**config.mk**
```make
export PLATFORM = sky130hd
export DESIGN_NAME = seq_restoring_divider
export DESIGN_NICKNAME = d
export VERILOG_FILES = /design/src/rtl/seq_restoring_divider.sv
export SDC_FILE = /design/constraint.sdc
export NUM_CORES = 1
export LEC_CHECK = 0
export CORE_MARGIN = 2
export CORE_UTILIZATION = 46
export DETAILED_ROUTE_END_ITERATION = 8
export PLACE_DENSITY = 0.72
export SYNTH_ARGS = -nofsm -noshare
export SYNTH_HDL_FRONTEND = slang
export SYNTH_SLANG_ARGS = --single-unit
```
**constraint.sdc**
```tcl
create_clock -name clock -period 2 [get_ports clock]
set_input_delay 0.6 -clock clock [delete_from_list [all_inputs] [get_ports clock]]
set_output_delay 0.6 -clock clock [all_outputs]
set_load 0.01 [all_outputs]
```
**src/rtl/seq_restoring_divider.sv**
```systemverilog
// Multi-cycle unsigned restoring divider.
// One quotient bit is produced per clock by shift-and-subtract; a start/busy/done
// handshake frames each operation. Divide-by-zero completes immediately with a flag.
module seq_restoring_divider #(
    parameter int WIDTH = 4
) (
    input  logic             clock,
    input  logic             reset,
    input  logic             start,
    input  logic [WIDTH-1:0] dividend,
    input  logic [WIDTH-1:0] divisor,
    output logic             busy,
    output logic             done,
    output logic [WIDTH-1:0] quotient,
    output logic [WIDTH-1:0] remainder,
    output logic             div_by_zero
);

    localparam int CNT_W = $clog2(WIDTH + 1);

    typedef enum logic [1:0] {
        S_IDLE,
        S_RUN,
        S_DONE
    } state_t;

    state_t           state;
    state_t           state_next;

    // Captured divisor and the working accumulators of the iteration.
    logic [WIDTH-1:0] divisor_reg;
    logic [WIDTH-1:0] rem_acc;
    logic [WIDTH-1:0] q_acc;
    logic [CNT_W-1:0] counter;

    // Result of the current iteration step, computed combinationally.
    logic [WIDTH-1:0] rem_step;
    logic [WIDTH-1:0] q_step;

    logic             ready;
    logic             accept;
    logic             last_step;
    logic             zero_divisor;

    // One restoring step: shift the next dividend bit into the partial remainder,
    // trial-subtract the divisor in WIDTH+1 bits, keep the difference when it is
    // non-negative. The partial remainder is always below the divisor, so after a
    // step its MSB is zero and only WIDTH bits need to be stored between steps.
    function automatic logic [2*WIDTH-1:0] div_step(
        input logic [WIDTH-1:0] rem,
        input logic [WIDTH-1:0] q,
        input logic [WIDTH-1:0] d
    );
        logic [WIDTH:0] shifted;
        logic [WIDTH:0] trial;
        shifted = {rem, q[WIDTH-1]};
        trial   = shifted - {1'b0, d};
        if (!trial[WIDTH]) begin
            div_step = {trial[WIDTH-1:0], q[WIDTH-2:0], 1'b1};
        end else begin
            div_step = {shifted[WIDTH-1:0], q[WIDTH-2:0], 1'b0};
        end
    endfunction

    // Handshake qualifiers and the iteration datapath.
    always_comb begin
        ready              = (state == S_IDLE) || (state == S_DONE);
        accept             = start && ready;
        zero_divisor       = (divisor == '0);
        last_step          = (state == S_RUN) && (counter == CNT_W'(1));
        {rem_step, q_step} = div_step(rem_acc, q_acc, divisor_reg);
    end

    // Next-state logic and state-decoded handshake outputs.
    always_comb begin
        state_next = state;
        busy       = 1'b0;
        done       = 1'b0;
        case (state)
            S_IDLE: begin
                if (start) begin
                    state_next = zero_divisor ? S_DONE : S_RUN;
                end
            end
            S_RUN: begin
                busy = 1'b1;
                if (counter == CNT_W'(1)) begin
                    state_next = S_DONE;
                end
            end
            S_DONE: begin
                done = 1'b1;
                if (start) begin
                    state_next = zero_divisor ? S_DONE : S_RUN;
                end else begin
                    state_next = S_IDLE;
                end
            end
            default: begin
                state_next = S_IDLE;
            end
        endcase
    end

    // State register; reset aborts any operation in flight.
    always_ff @(posedge clock) begin
        if (reset) begin
            state <= S_IDLE;
        end else begin
            state <= state_next;
        end
    end

    // Step counter and architecturally visible results; results only move when
    // an operation completes, so they stay stable while the next one runs.
    always_ff @(posedge clock) begin
        if (reset) begin
            counter     <= '0;
            quotient    <= '0;
            remainder   <= '0;
            div_by_zero <= 1'b0;
        end else if (accept) begin
            if (zero_divisor) begin
                counter     <= '0;
                quotient    <= '1;
                remainder   <= dividend;
                div_by_zero <= 1'b1;
            end else begin
                counter     <= CNT_W'(WIDTH);
                div_by_zero <= 1'b0;
            end
        end else if (state == S_RUN) begin
            counter <= counter - CNT_W'(1);
            if (last_step) begin
                quotient  <= q_step;
                remainder <= rem_step;
            end
        end
    end

    // Working registers: loaded on an accepted start, advanced once per RUN cycle.
    // Their contents are meaningless outside RUN, so they carry no reset.
    always_ff @(posedge clock) begin
        if (accept) begin
            divisor_reg <= divisor;
            rem_acc     <= '0;
            q_acc       <= dividend;
        end else if (state == S_RUN) begin
            rem_acc <= rem_step;
            q_acc   <= q_step;
        end
    end

endmodule

```
# --- Word level (Yosys, flattened, before mapping) ---
# Index checks and enable logic that the tools add are counted.
word_totals:
  register_bits: 26
  inputBits: 11
  output_inout_bits: 11
classes:
  add_sub_neg: 2
  eq_ne: 6
  n_mux: 22
  reduce_logical: 9
op_table:
  columns: ["cell", "n"]
  rows:
  - ["$mux 4", 10]
  - ["$mux 3", 3]
  - ["$mux 2", 4]
  - ["$mux 8", 1]
  - ["$pmux 2 s3", 1]
  - ["$sub 5x4->5", 1]
  - ["$logic_not 4->1", 1]
  - ["$ne 2x2->1 const B", 2]
  - ["$reduce_bool 2->1", 2]
  - ["$eq 3x1->1 const B", 1]
  - ["$mux 1", 3]
  - ["$reduce_and 3->1", 1]
  - ["$sub 3x1->3 const B", 1]
  - ["$eq 2x1->1 const B", 1]
  - ["$eq 2x2->1 const B", 1]
  - ["$logic_and 1x1->1", 2]
  - ["$logic_not 2->1", 1]
  - ["$ne 2x1->1 const B", 1]
  - ["$reduce_and 2->1", 1]
  - ["$logic_or 1x1->1", 1]

# --- Logic depth before layout (Yosys ltp) ---
# Gate-level depths: netlist of run 1.
logic_depth:
  depth_word: 5
  depth_mapped: 9
  depth_no_buf: 9

# --- Least setup slack after synthesis of run 1 ---
# OpenSTA, ideal clock, no wires.
synth_path:
  kind: "register to register"
  from: "register q_acc[3]"
  to: "register remainder[0]"
  setup_time_ns: 0.079
  arrival_ns: 2.120
  required_time_ns: 1.921
  setup_slack_ns: -0.199
  path_stages_with_launch: 10
  path_buffers: 0
  synth_period_minus_slack_ns: 2.199
  cell_sequence: "edfxtp_1 -> inv_1 -> ha_1 -> inv_1 -> fa_1 -> and3_4 -> or3_4 -> and2_4 -> mux2_4 -> o221ai_2"
synth_between:
  elab_chain_cells: 5
synth_lines:
  columns: ["item", "line_no", "source"]
  rows:
  - ["start: declaration", "33", "logic [WIDTH-1:0] q_acc;"]
  - ["start signal: assignment", "147", "q_acc <= dividend;"]
  - ["start signal: assignment", "150", "q_acc <= q_step;"]
  - ["$sub 5x4->5", "57", "trial = shifted - {1'b0, d};"]
  - ["$mux 8 *", "58", "if (!trial[WIDTH]) begin"]
  - ["$mux 4 *", "134", "if (last_step) begin"]
  - ["$mux 4 *", "132", "end else if (state == S_RUN) begin"]
  - ["$mux 4 *", "122", "end else if (accept) begin"]
  - ["end signal: assignment", "126", "remainder <= dividend;"]
  - ["end signal: assignment", "136", "remainder <= rem_step;"]
  - ["end: declaration", "15", "output logic [WIDTH-1:0] remainder,"]
# Every way passes the cells marked *; elsewhere a longest branch is shown, timed or not. The select of a mux whose other input is x is not followed.
# A chain may end at the register's enable or synchronous reset.

# --- Worst setup path in the final report of run 1 ---
layout_path:
  from: "register q_acc[3]"
  to: "register q_acc[0] (data pin)"
layout_between:
  elab_chain_cells: 4
layout_lines:
  columns: ["item", "line_no", "source"]
  rows:
  - ["$sub 5x4->5", "57", null]
  - ["$mux 8", "58", null]
  - ["$mux 4", "148", "end else if (state == S_RUN) begin"]
  - ["$mux 4", "144", "if (accept) begin"]
# Every way passes these cells. The select of a mux whose other input is x is not followed.

==> impl_metrics.json, run 1 <==
{
  "track_usage_pct": 20.1,
  "syn_to_final_growth_pct": 42.7,
  "syn-cell-area_um2": 1270,
  "synth_area_per_cell_um2": 9.25,
  "ctsHtreeMaxLevel": 1,
  "ys_warn_count": 0,
  "root_buffer": "clkbuf_4",
  "syn_nets": 155,
  "worst_r2r_endpoint": "q_acc[0]",
  "final_max_slew_viol_count": 0,
  "end_kind": "flip-flop",
  "final_cells": 210,
  "ir_drop_mv": 0.792,
  "gp_congestion": 0.833,
  "max_slew_margin_pct": 80.4,
  "timing.final.crit_share_pct": 111,
  "die_w_um": 56.5,
  "synth_top_area_share_pct": 28.4,
  "io_pins": 22,
  "clock_path_buffers": 2,
  "final-setup-viol-count": 10,
  "crit_chain": "inv_2 -> ha_4 -> inv_2 -> fa_2 -> and3_4 -> or3_4 -> and2_4 -> buf_4 -> buf_6 -> nand2_2 -> nand2_1",
  "overflow": 0,
  "grt_pass1_wl_mm": 5.02,
  "vias": 1109,
  "clkTransAtPathRegs_ns": 0.15,
  "cts_buffers": 3,
  "r2r-start": "q_acc[3]",
  "holdWs_ns": 0.488,
  "nFillCells": 227,
  "synth.ff_latch_count": 26,
  "insertion_delay_ns": 0.33,
  "totalWireLength_mm": 3.10,
  "dp_cells": 200,
  "start_util_pct": 47.2,
  "worstSetupStartpointType": "flip-flop",
  "status": "finished, violations left",
  "postRouteAntennaNets": 0,
  "syn_inst": 137,
  "rsz0062_at_grt": "yes",
  "worstHoldPathType": "reg2reg",
  "critical_path_class": "reg2reg",
  "final_nets": 198,
  "cts_tree": "yes",
  "antenna_found_initial": 0,
  "drt_iter0_drc": 46,
  "setup_ws_ns": -0.214,
  "fmaxAchievable_mhz": 452,
  "ff2ff_setup_slack_ns": -0.21,
  "hold_start": "rem_acc[2]",
  "drt_first_pass_iters": 4,
  "min_to": "rem_acc[2]",
  "pwr_density_cell_nw_per_um2": 1030,
  "regArea_um2": 601,
  "route.detailed.drc": 0,
  "fin_crit_ns": 2.21,
  "hold_viol_final": 0,
  "multi_input_area_um2": 692,
  "dieHeight_um": 56.5,
  "postCtsHoldBufs": 0,
  "fin_area_um2": 1810,
  "maxCapViolCount": 0,
  "grt_pass1_vias": 1132,
  "critPathMaxFanout": 4,
  "max_slew.worst_pin.slew_ns": 0.290,
  "cts_sinks": 26,
  "holdPathStages": 2,
  "num_antenna_cells": 0,
  "synthDistinctLibCells": 39,
  "cpMaxStageDelayCell": "edfxtp_1",
  "synth_area_leaders": "dfxtp_1, edfxtp_1, ha_1",
  "violations": "negative setup slack",
  "hpwl_mm": 2.16,
  "port-buffer-count": 21,
  "coreArea_um2": 2690,
  "cpPeakStageDelay_ns": 0.41,
  "seq_area_frac_synth_pct": 47.4,
  "rr_worst_depth": 11,
  "rows": 19,
  "power_leakage_nw": 0.769,
  "routed_via_density": 5.28,
  "post_dp_cell_area_um2": 1620,
  "grt_max_degree": 18,
  "synth_top_area_cell": "dfxtp_1",
  "avgRoutedWirePerCell_um": 14.7,
  "skew_ns": 0.00402,
  "worstPathRequired_ns": 2.12,
  "path_common_cell": "inv_2",
  "die_area_um2": 3190,
  "drive_gt1_share_pct": 27.9,
  "arrival_ns": 2.33
}
## layout make-up
cell class | instances | area share (%)
multi-input cells | 94 | 38.2
clock buffers | 3 | 1.24
well taps | 31 | 2.14
inverters | 12 | 2.49
clock inverters | 1 | 1.66
flip-flops and latches | 26 | 33.2
repair buffers | 43 | 21.0
## report_power, final
group          leakage, nW  internal, mW  switching (mW)
Clock               0.0279         0.203           0.166
Combinational        0.515         0.421           0.384
Sequential           0.226         0.625          0.0574
## worst max path at each step
| stage | slack (ns) | to | cells past startpoint | startpoint |
|---|---|---|---|---|
| 2_1_floorplan | -0.15 | remainder[0] | 9 | q_acc[3] |
| 3_3_place_gp | -0.30 | remainder[2] | 5 | divisor[1] |
| 3_5_place_dp | -0.37 | remainder[2] | 5 | divisor[1] |
| 4_1_cts | -0.23 | remainder[0] | 9 | q_acc[3] |
| 5_1_grt | -0.28 | remainder[0] | 9 | q_acc[3] |
| 6_report | -0.21 | q_acc[0] | 11 | q_acc[3] |
## cells in the mapped netlist
cell type  instances
dfxtp_1           18
nand2_1           16
nor2_1            16
inv_1             12
edfxtp_1           8
nor3_1             8
a21oi_1            6
ha_1               6
nand2b_1           5
o21ai_0            5
clkbuf_1           4
nor2b_1            3
nand4b_1           2
o21bai_1           2
or3_4              2
a211oi_1           1
a21o_1             1
a22oi_1            1
a31oi_1            1
a41oi_1            1
and2_4             1
and3_2             1
and3_4             1
buf_1              1
fa_1               1
mux2_4             1
mux2i_1            1
nand3_1            1
nand3b_1           1
nor3b_1            1
o211ai_1           1
o21ai_2            1
o221ai_2           1
o22ai_1            1
o311ai_0           1
or2_1              1
or4_1              1
xnor2_1            1
xor2_1             1
## routing by layer
layer	wire length, µm	track usage, %	up-vias	part of all wire (%)
li1	-	-	553	-
met2	1600	35.4	21	52
met1	1340	23.8	528	43
met4	64	8.84	0	2.1
met3	86	3.46	7	2.8
met5	0	0	-	0
## worst max-delay path: cells and delay by family, from the launching register on
family	cells	cell delay (ns)
buffers and inverters	4	0.37
and+or+nand+nor	5	0.76
adders and majority gates	2	0.47
DFF	1	0.41
## per-stage QoR
stage | setup WS [ns] | util, % | TNS, ns | total power, mW
final | -0.214 | 67.3 | -1.64 | 1.86
after global routing | -0.278 | 67.3 | -2.26 | 1.96
after CTS | -0.229 | 64.0 | -1.49 | 1.68
after detailed placement | -0.374 | 60.3 | -4.01 | 1.25
after global placement | -0.295 | 60.3 | -3.17 | 1.24
after floorplan | -0.145 | - | -0.305 | 1.04
## layout by cell type, fill, tap and decap left out, types with 2 or more instances in the layout
master	n
or3_4	2
and3_4	2
nor2b_1	3
ha_1	5
clkbuf_4	3
o21ai_2	2
inv_1	9
clkdlybuf4s50_1	19
edfxtp_1	8
a21oi_1	5
nor2_1	15
o21ai_4	2
nor3_1	8
nand2_1	15
buf_4	21
inv_2	3
nand2b_1	5
nand4b_1	2
dfxtp_1	18
## logic make-up after synthesis
logic type / after synthesis / synth area share [%]
compound gates: 23 / 12.1
xor+xnor: 2 / 1.38
fa+ha+maj: 7 / 7.50
buf+inv: 17 / 5.03
flops: 26 / 47.4
mux: 2 / 1.97
simple gates: 60 / 24.6
## repair_timing
action | in CTS | in global routing
resized for setup | 13 | 14
buffers inserted | 2 | 4
pin swaps | 7 | 9
setup endpoints to repair | 11 | 13
No activity file was read; power rests on OpenSTA's default activity.
==> run 2, diff against run 1 <==
--- a/config.mk
+++ b/config.mk
@@ -8,5 +8,6 @@
 export CORE_MARGIN = 2
-export CORE_UTILIZATION = 46
+export CORE_UTILIZATION = 32
 export DETAILED_ROUTE_END_ITERATION = 8
-export PLACE_DENSITY = 0.72
+export PLACE_DENSITY = 0.53
+export SETUP_SLACK_MARGIN = 0.2
 export SYNTH_ARGS = -nofsm -noshare
==> constraint.sdc (replaced) <==
create_clock -name clock -period 2 [get_ports clock]
set_input_delay 0.4 -clock clock [delete_from_list [all_inputs] [get_ports clock]]
set_output_delay 0.4 -clock clock [all_outputs]
set_load 0.01 [all_outputs]
==> run 2 against run 1 <==
Net effect: the run still ends with negative setup slack left; highest routed layer unchanged; power down 6.1%; largest cell class unchanged; largest power group is now sequential cells; sequential power down 0.9%; non-clock buffer count down 3; flip-flop and latch count unchanged.
==> impl_metrics.json, run 2 (same netlist as run 1, synthesis figures left out) <==
{
  "status": "finished, violations left",
  "violations": "negative setup slack",
  "track_usage_pct": 15.0,
  "fin_area_um2": 1790,
  "port-buffer-count": 21,
  "worstHoldPathType": "in2reg",
  "die_w_um": 66.9,
  "final_cells": 224,
  "setup_tns_ns": -0.751,
  "coreArea_um2": 3740,
  "grt_pass1_wl_mm": 5.03,
  "hold_start": "divisor[2]",
  "pwr_density_cell_nw_per_um2": 977,
  "overflow": 0,
  "avgRoutedWirePerCell_um": 13.1,
  "vias": 1072,
  "die_area_um2": 4480,
  "setup_ws_ns": -0.173,
  "ff2ff_setup_slack_ns": -0.17,
  "antenna_found_initial": 0,
  "clkTransAtPathRegs_ns": 0.09,
  "routed_via_density": 4.79,
  "maxCapViolCount": 0,
  "worstSetupStartpointType": "flip-flop",
  "worstPathRequired_ns": 2.20,
  "final_common_cell": "buf_4",
  "timing.final.crit_share_pct": 109,
  "fin_util_pct": 47.7,
  "min_to": "divisor_reg[2]",
  "drt_iter0_drc": 53,
  "hold_viol_final": 0,
  "cts_buffers": 3,
  "critPathMaxFanout": 5,
  "dieHeight_um": 66.9,
  "drt_first_pass_iters": 4,
  "ctsHtreeMaxLevel": 1,
  "syn_to_final_growth_pct": 40.9,
  "final_max_slew_viol_count": 0,
  "route.detailed.drc": 0,
  "rsz0062_at_grt": "yes",
  "totalWireLength_mm": 2.94,
  "gp_congestion": 0.779,
  "final_nets": 195,
  "postRouteAntennaNets": 0,
  "skew_ns": 0.00217,
  "drive_gt1_share_pct": 23.9,
  "rows": 22,
  "nFillCells": 363,
  "arrival_ns": 2.37,
  "num_antenna_cells": 0,
  "cts_sinks": 26,
  "clock_path_buffers": 2,
  "r2r-start": "q_acc[3]",
  "final-setup-viol-count": 10,
  "end_kind": "flip-flop",
  "worst_r2r_endpoint": "remainder[0]",
  "max_slew.worst_pin.slew_ns": 0.261,
  "most-common-layout-cells": "buf_4, clkdlybuf4s50_1, dfxtp_1, nand2_1, nor2_1",
  "dp_cells": 217,
  "holdPathStages": 1,
  "ir_drop_mv": 0.503,
  "grt_pass1_vias": 1054,
  "place_ws_ns": -0.209,
  "fin_crit_ns": 2.17,
  "start_util_pct": 33.9,
  "fmaxAchievable_mhz": 460,
  "io_pins": 22,
  "hpwl_mm": 2.34,
  "rr_worst_depth": 9,
  "post_dp_cell_area_um2": 1640,
  "grt_max_degree": 18,
  "power_leakage_nw": 0.781,
  "insertion_delay_ns": 0.27,
  "max_slew_margin_pct": 82.4,
  "root_buffer": "clkbuf_8",
  "cts_tree": "yes",
  "critical_path_class": "reg2reg"
}
run 2: worst max-delay path, cell delays in order (launching register included):
cell	delay, ns
edfxtp_1	0.39
inv_2	0.08
ha_4	0.12
inv_2	0.03
fa_2	0.33
and3_4	0.15
or3_4	0.37
and2_4	0.17
mux2_4	0.30
o221ai_2	0.16
run 2: area by class of cell:
class	instances	area, µm²	area share (%)
multi-input cells	94	647	36.2
well taps	48	60.1	3.36
clock inverters	1	30.0	1.68
inverters	12	45.0	2.52
clock buffers	3	41.3	2.31
repair buffers	40	360	20.2
flip-flops and latches	26	602	33.7
run 2: worst max path at each step:
stage,startpoint,end,cells after the start
after floorplan,q_acc[3],remainder[0],9
after global placement,q_acc[3],remainder[0],9
after detailed placement,q_acc[3],remainder[0],9
after CTS,q_acc[3],remainder[0],9
after global routing,q_acc[3],remainder[0],9
final,q_acc[3],remainder[0],9
run 2: report_power, final:
group | internal [mW] | switching (mW)
clock | 0.268 | 0.161
sequential | 0.626 | 0.0514
combinational | 0.337 | 0.300
run 2: timing repair:
item	in CTS	in global routing
pin swaps	4	3
resized for setup	10	6
endpoints found under the setup margin	14	15
buffers inserted	2	1
hold buffers	0	0
run 2: routing by layer:
| layer | track usage (%) | share of wire, % | vias up |
|---|---|---|---|
| li1 | - | - | 547 |
| met1 | 19.9 | 47 | 494 |
| met2 | 24.9 | 47 | 26 |
| met3 | 3.72 | 5.2 | 5 |
| met4 | 2.30 | 0.65 | 0 |
| met5 | 0 | 0 | - |
run 2: stage by stage:
step,hold slack [ns],total power [mW]
after floorplan,0.436,1.05
after global placement,0.469,1.27
after detailed placement,0.466,1.28
after CTS,0.480,1.75
after global routing,0.343,1.85
final,0.350,1.74
==> run 3, diff against run 2 <==
- CORE_ASPECT_RATIO: default -> 1.5
- GPL_ROUTABILITY_DRIVEN: default -> 0
- GPL_TIMING_DRIVEN: default -> 1
==> run 3 against run 2 <==
Net effect: the flow still finishes with violations (negative setup slack); sequential power barely moved; clock power fell by 21%; final cell count rose by 0.45%; critical path depth rose by 1; non-clock buffer count rose by 4; power rose by 5.7%; flip-flop and latch count did not move; final area rose by 3.1%; clock skew rose by 0.0016 ns; critical endpoint is now remainder[3].
==> impl_metrics.json, run 3 (same netlist as run 1, synthesis figures left out) <==
{
  "final-setup-viol-count": 10,
  "power_leakage_nw": 0.784,
  "maxCapViolCount": 0,
  "clkTransAtPathRegs_ns": 0.09,
  "cts_sinks": 26,
  "critPathMaxFanout": 4,
  "route.detailed.drc": 0,
  "antenna_found_initial": 0,
  "cts_tree": "yes",
  "clock_path_buffers": 2,
  "avgRoutedWirePerCell_um": 13.7,
  "crit_chain": "inv_2 -> ha_4 -> inv_2 -> fa_2 -> and3_4 -> or3_4 -> and2_4 -> buf_6 -> nand3b_1 -> a41oi_2",
  "routed_via_density": 4.84,
  "finalPower_mw": 1.84,
  "hold_viol_final": 0,
  "regArea_um2": 601,
  "rsz0062_at_grt": "yes",
  "die_w_um": 55.4,
  "ctsHtreeMaxLevel": 1,
  "dieHeight_um": 81.1,
  "fin_util_pct": 47.3,
  "num_antenna_cells": 0,
  "timing.final.crit_share_pct": 112,
  "cpMaxStageDelayCell": "edfxtp_1",
  "arrival_ns": 2.44,
  "final_nets": 199,
  "postCtsHoldBufs": 0,
  "path_common_cell": "inv_2",
  "ir_drop_mv": 0.659,
  "dp_cells": 217,
  "hold_start": "divisor[3]",
  "totalWireLength_mm": 3.09,
  "syn_to_final_growth_pct": 45.2,
  "track_usage_pct": 14.6,
  "drt_first_pass_iters": 4,
  "die_area_um2": 4490,
  "worstSetupStartpointType": "flip-flop",
  "cts_buffers": 3,
  "fmaxAchievable_mhz": 445,
  "fin_crit_ns": 2.25,
  "most-common-layout-cells": "buf_4, dfxtp_1, clkdlybuf4s50_1, nor2_1, nand2_1",
  "coreArea_um2": 3890,
  "setup_ws_ns": -0.248,
  "final_max_slew_viol_count": 0,
  "fin_area_um2": 1840,
  "final_cells": 225,
  "grt_pass1_wl_mm": 5.17,
  "skew_ns": 0.00373,
  "setup.worst_path.start": "q_acc[3]",
  "violations": "negative setup slack",
  "worstHoldPathType": "in2reg",
  "root_buffer": "clkbuf_8",
  "rows": 28,
  "max_slew_margin_pct": 77.7,
  "insertion_delay_ns": 0.27,
  "status": "finished, violations left",
  "final_common_cell": "buf_4",
  "io_pins": 22,
  "r2r-start": "q_acc[3]",
  "drt_iter0_drc": 30,
  "critical_path_class": "reg2reg",
  "port-buffer-count": 21,
  "grt_max_degree": 18,
  "start_util_pct": 32.6,
  "cpPeakStageDelay_ns": 0.38,
  "pwr_density_cell_nw_per_um2": 1000,
  "multi_input_area_um2": 687,
  "postRouteAntennaNets": 0,
  "grt_pass1_vias": 1176,
  "vias": 1089,
  "worstPathRequired_ns": 2.20,
  "hpwl_mm": 2.33,
  "end_kind": "flip-flop",
  "drive_gt1_share_pct": 27.8,
  "overflow": 0,
  "max_slew.worst_pin.slew_ns": 0.333,
  "nFillCells": 387,
  "post_dp_cell_area_um2": 1660
}
==> run 3: cell count changes in the layout (fill, tap and decap cells not counted), moves of 2 or more <==
cell     before  now
o21ai_1       1    3
nand2_1      16   14
buf_6         0    2
nand2_2       0    2
o21ai_0       3    0
buf_4        19   21
==> run 3: repair_timing <==
| action | 4_1_cts | 5_1_grt |
|---|---|---|
| setup endpoints to repair | 14 | 13 |
| gates resized for setup | 15 | 14 |
| setup buffers | 1 | 3 |
| pin swaps | 6 | 10 |
==> run 3: critical path: cells and delay by family (launching register included) <==
kind            cells  cell delay, ns
flops               1            0.38
buf+inv             3            0.25
compound gates      1            0.21
simple gates        4            0.84
fa+ha+maj           2            0.49
==> run 3: report_power, final <==
part	internal, mW	switching [mW]	total (mW)	leakage [nW]
Combinational	0.448	0.386	0.833	0.529
Sequential	0.625	0.0483	0.674	0.226
Clock	0.176	0.161	0.337	0.0288
==> run 3: final timing paths <==
path | endpoint | slack, ns | cells after the start
hold / removal | divisor_reg[3] | 0.35 | 1
setup / recovery | remainder[3] | -0.25 | 10
setup reg to reg | remainder[3] | -0.25 | 10
hold reg to reg | rem_acc[2] | 0.48 | 2
==> run 3: area by class of cell <==
cell class                      instances  share of cell area, %
Clock buffer                            4                   2.99
Multi-Input combinational cell         94                   37.3
Sequential cell                        26                   32.6
Timing Repair Buffer                   44                   21.5
Inverter                               12                   2.45
Tap cell                               45                   3.06
==> run 3: per-stage QoR <==
stage / setup TNS (ns) / hold slack, ns / worst slack, ns
after floorplan: -0.308 / 0.436 / -0.145
after global placement: -1.78 / 0.463 / -0.187
after detailed placement: -2.01 / 0.477 / -0.221
after CTS: -1.68 / 0.493 / -0.237
after global routing: -2.68 / 0.347 / -0.374
final: -1.57 / 0.349 / -0.248
==> run 3: metal layers <==
layer  vias to the layer above  GRT usage (%)  part of all wire [%]
met3                         5           2.39                   2.2
met4                         0           5.61                   1.5
li1                        554              -                     -
met1                       514           15.2                    40
met5                         -              0                     0
met2                        16           28.8                    57
==> RTL change (config.mk and constraints of run 1) <==
The 3 states of `state_t` get a one-hot encoding in 3 bits.
--- a/src/rtl/seq_restoring_divider.sv
+++ b/src/rtl/seq_restoring_divider.sv
@@ -18,10 +18,10 @@
 
     localparam int CNT_W = $clog2(WIDTH + 1);
 
-    typedef enum logic [1:0] {
-        S_IDLE,
-        S_RUN,
-        S_DONE
+    typedef enum logic [2:0] {
+        S_IDLE = 3'b001,
+        S_RUN  = 3'b010,
+        S_DONE = 3'b100
     } state_t;
 
     state_t           state;
Formal check against the unedited RTL: no difference found for any inputs over 10 cycles, from zero or initial values and one cycle with reset high; not proved beyond that.
==> RTL change against run 1 <==
Sequential cell count is 1 higher. Cell area rose by 6.6%. Critical path depth fell by 1. Critical path type unchanged. Cell count up 1.9%. Global-route usage is 0.27 points higher. Critical endpoint is now remainder[1]. Synthesized area grew 6.8%. Die area up 6.3%. Routed wire length grew 5.7%. Non-clock buffer count is 6 higher. Setup slack improved by 250 ps. Fmax rose by 13%. Sequential share of layout area shrank 0.88 points.
Power is not compared: it rests on default switching activity, and its combinational part moved more than twofold at a synthesized area within 25%.
==> RTL change: results (changes against run 1) <==
metric;value;unit;change
hold_path.class;input port to register;;
nets;202;;+2.0%
rrSetupSlack;30;ps;+250 ps
vias;1143;;+3.1%
dr.first_iter.drc_count;22;;-52%
hold_path_depth;1;;-1
layout-drive-gt1-share;35.0;%;+7.0 points
root_buffer;clkbuf_4;;
nFillCells;211;;-7.0%
clk_pin_slew_worst_paths;150;ps;about the same
holdWs;488;ps;-0.00700 ps
ys_types;40;;+2.6%
synthTopCellsByArea;dfxtp_1 28%, edfxtp_1 18%, ha_1 5.5%;;
place_congestion;0.864;;+3.7%
slew_headroom;77.9;%;-2.5 points
clock_path_buffers;2;;unchanged
cts_buffers;3;;unchanged
critPathArrivalTime;2200;ps;-130 ps
grt_usage;20.4;%;+0.27 points
wl;3270;um;+5.7%
ys_async_sr_fraction;0;%;unchanged
fin_skew;6.40;ps;+2.38 ps
drtPass1Iterations;4;;unchanged
path_max_fanout;5;;+1
ir_drop;527;uV;
grt_pass1_vias;1198;;+5.8%
synth_seq_area_share;45.8;%;-1.5 points
p_leak;0.777;nW;
hold_path.startpoint;divisor[1];;
r2r_start;q_acc[3];;
r2r_cells;10;;-1
synth_edf_count;8;;unchanged
status;finished, final reports clean;;
synth_common_cells;19 x dfxtp_1, 18 x nor2_1, 15 x nand2_1;;
syn-num-nets;154;;-0.65%
diodes;0;;unchanged
yosysWarnings;0;;unchanged
grt_max_degree;16;;-2
switchingPower;343;uW;
min_to;divisor_reg[1];;
place_area;1710;sq um;+5.3%
r2r_end;remainder[1];;
dp_hpwl;2270;um;+5.3%
grt_pass1_wl;5200;um;+3.6%
RTL change: cell types whose count changed after synthesis, sizes merged, moves of 3 or more:
cell / change
a211oi: +4
buf: +4
clkbuf: -3
nor3: -6
o21ai: -3
RTL change: power by group through the flow:
stage               Sequential, mW  Combinational [mW]  Clock [mW]
floorplan                    0.625               0.137           0
global placement             0.627               0.230           0
detailed placement           0.628               0.236           0
CTS                          0.618               0.266       0.251
global route                 0.623               0.344       0.262
finish                       0.619               0.318       0.240
RTL change: area by class of cell:
class / instances / area (sq um) / area share [%]
Clock buffer: 3 / 22.5 / 1.17
Clock inverter: 1 / 5.00 / 0.260
Inverter: 11 / 41.3 / 2.14
Multi-Input combinational cell: 92 / 762 / 39.5
Sequential cell: 27 / 623 / 32.3
Tap cell: 31 / 38.8 / 2.01
Timing Repair Buffer: 49 / 435 / 22.6
RTL change: worst max path at each step:
stage | slack (ps) | startpoint | cells past startpoint | to
5_1_grt | -60 | q_acc[3] | 10 | remainder[1]
2_1_floorplan | 30 | q_acc[3] | 9 | remainder[0]
4_1_cts | -40 | divisor_reg[0] | 8 | remainder[0]
3_3_place_gp | -390 | divisor[1] | 6 | remainder[2]
6_report | 30 | q_acc[3] | 10 | remainder[1]
3_5_place_dp | -480 | divisor[1] | 6 | remainder[1]
RTL change: cell families after synthesis:
kind of cell / count (synthesis) / share of synthesized area, %
muxes: 4 / 3.05
adders and majority gates: 7 / 7.02
AOI/OAI and AO/OA: 23 / 14.7
and+or+nand+nor: 54 / 20.1
buffers and inverters: 17 / 6.65
xor gates and xnor gates: 4 / 2.59
DFF: 27 / 45.8
RTL change: metrics by stage:
step / setup slack (ps) / cells / total power [mW]
CTS: -38.6 / 213 / 1.14
finish: 33.7 / 214 / 1.18
global route: -55.7 / 214 / 1.23
global placement: -394 / 202 / 0.856
detailed placement: -485 / 202 / 0.864
floorplan: 29.9 / 136 / 0.762
RTL change: critical path, cell delays in order, from the launching register on:
cell	delay, ps
edfxtp_1	400
inv_2	90
ha_4	130
inv_2	30
fa_2	370
nand3_4	90
a21oi_4	70
nor2_4	200
buf_6	130
mux2i_4	240
o221ai_2	120
RTL change: per-layer routing:
metal | global-route usage, % | routed length, um
met1 | 24.0 | 1340
met2 | 36.0 | 1680
met3 | 3.57 | 158
met4 | 9.30 | 87
met5 | 0 | 0
RTL change: repair_timing:
| action | CTS | global route |
|---|---|---|
| hold buffers | 0 | 0 |
| setup endpoints to repair | 14 | 13 |
| pin swaps | 7 | 10 |
| setup buffers | 7 | 2 |
| gates resized for setup | 18 | 20 |
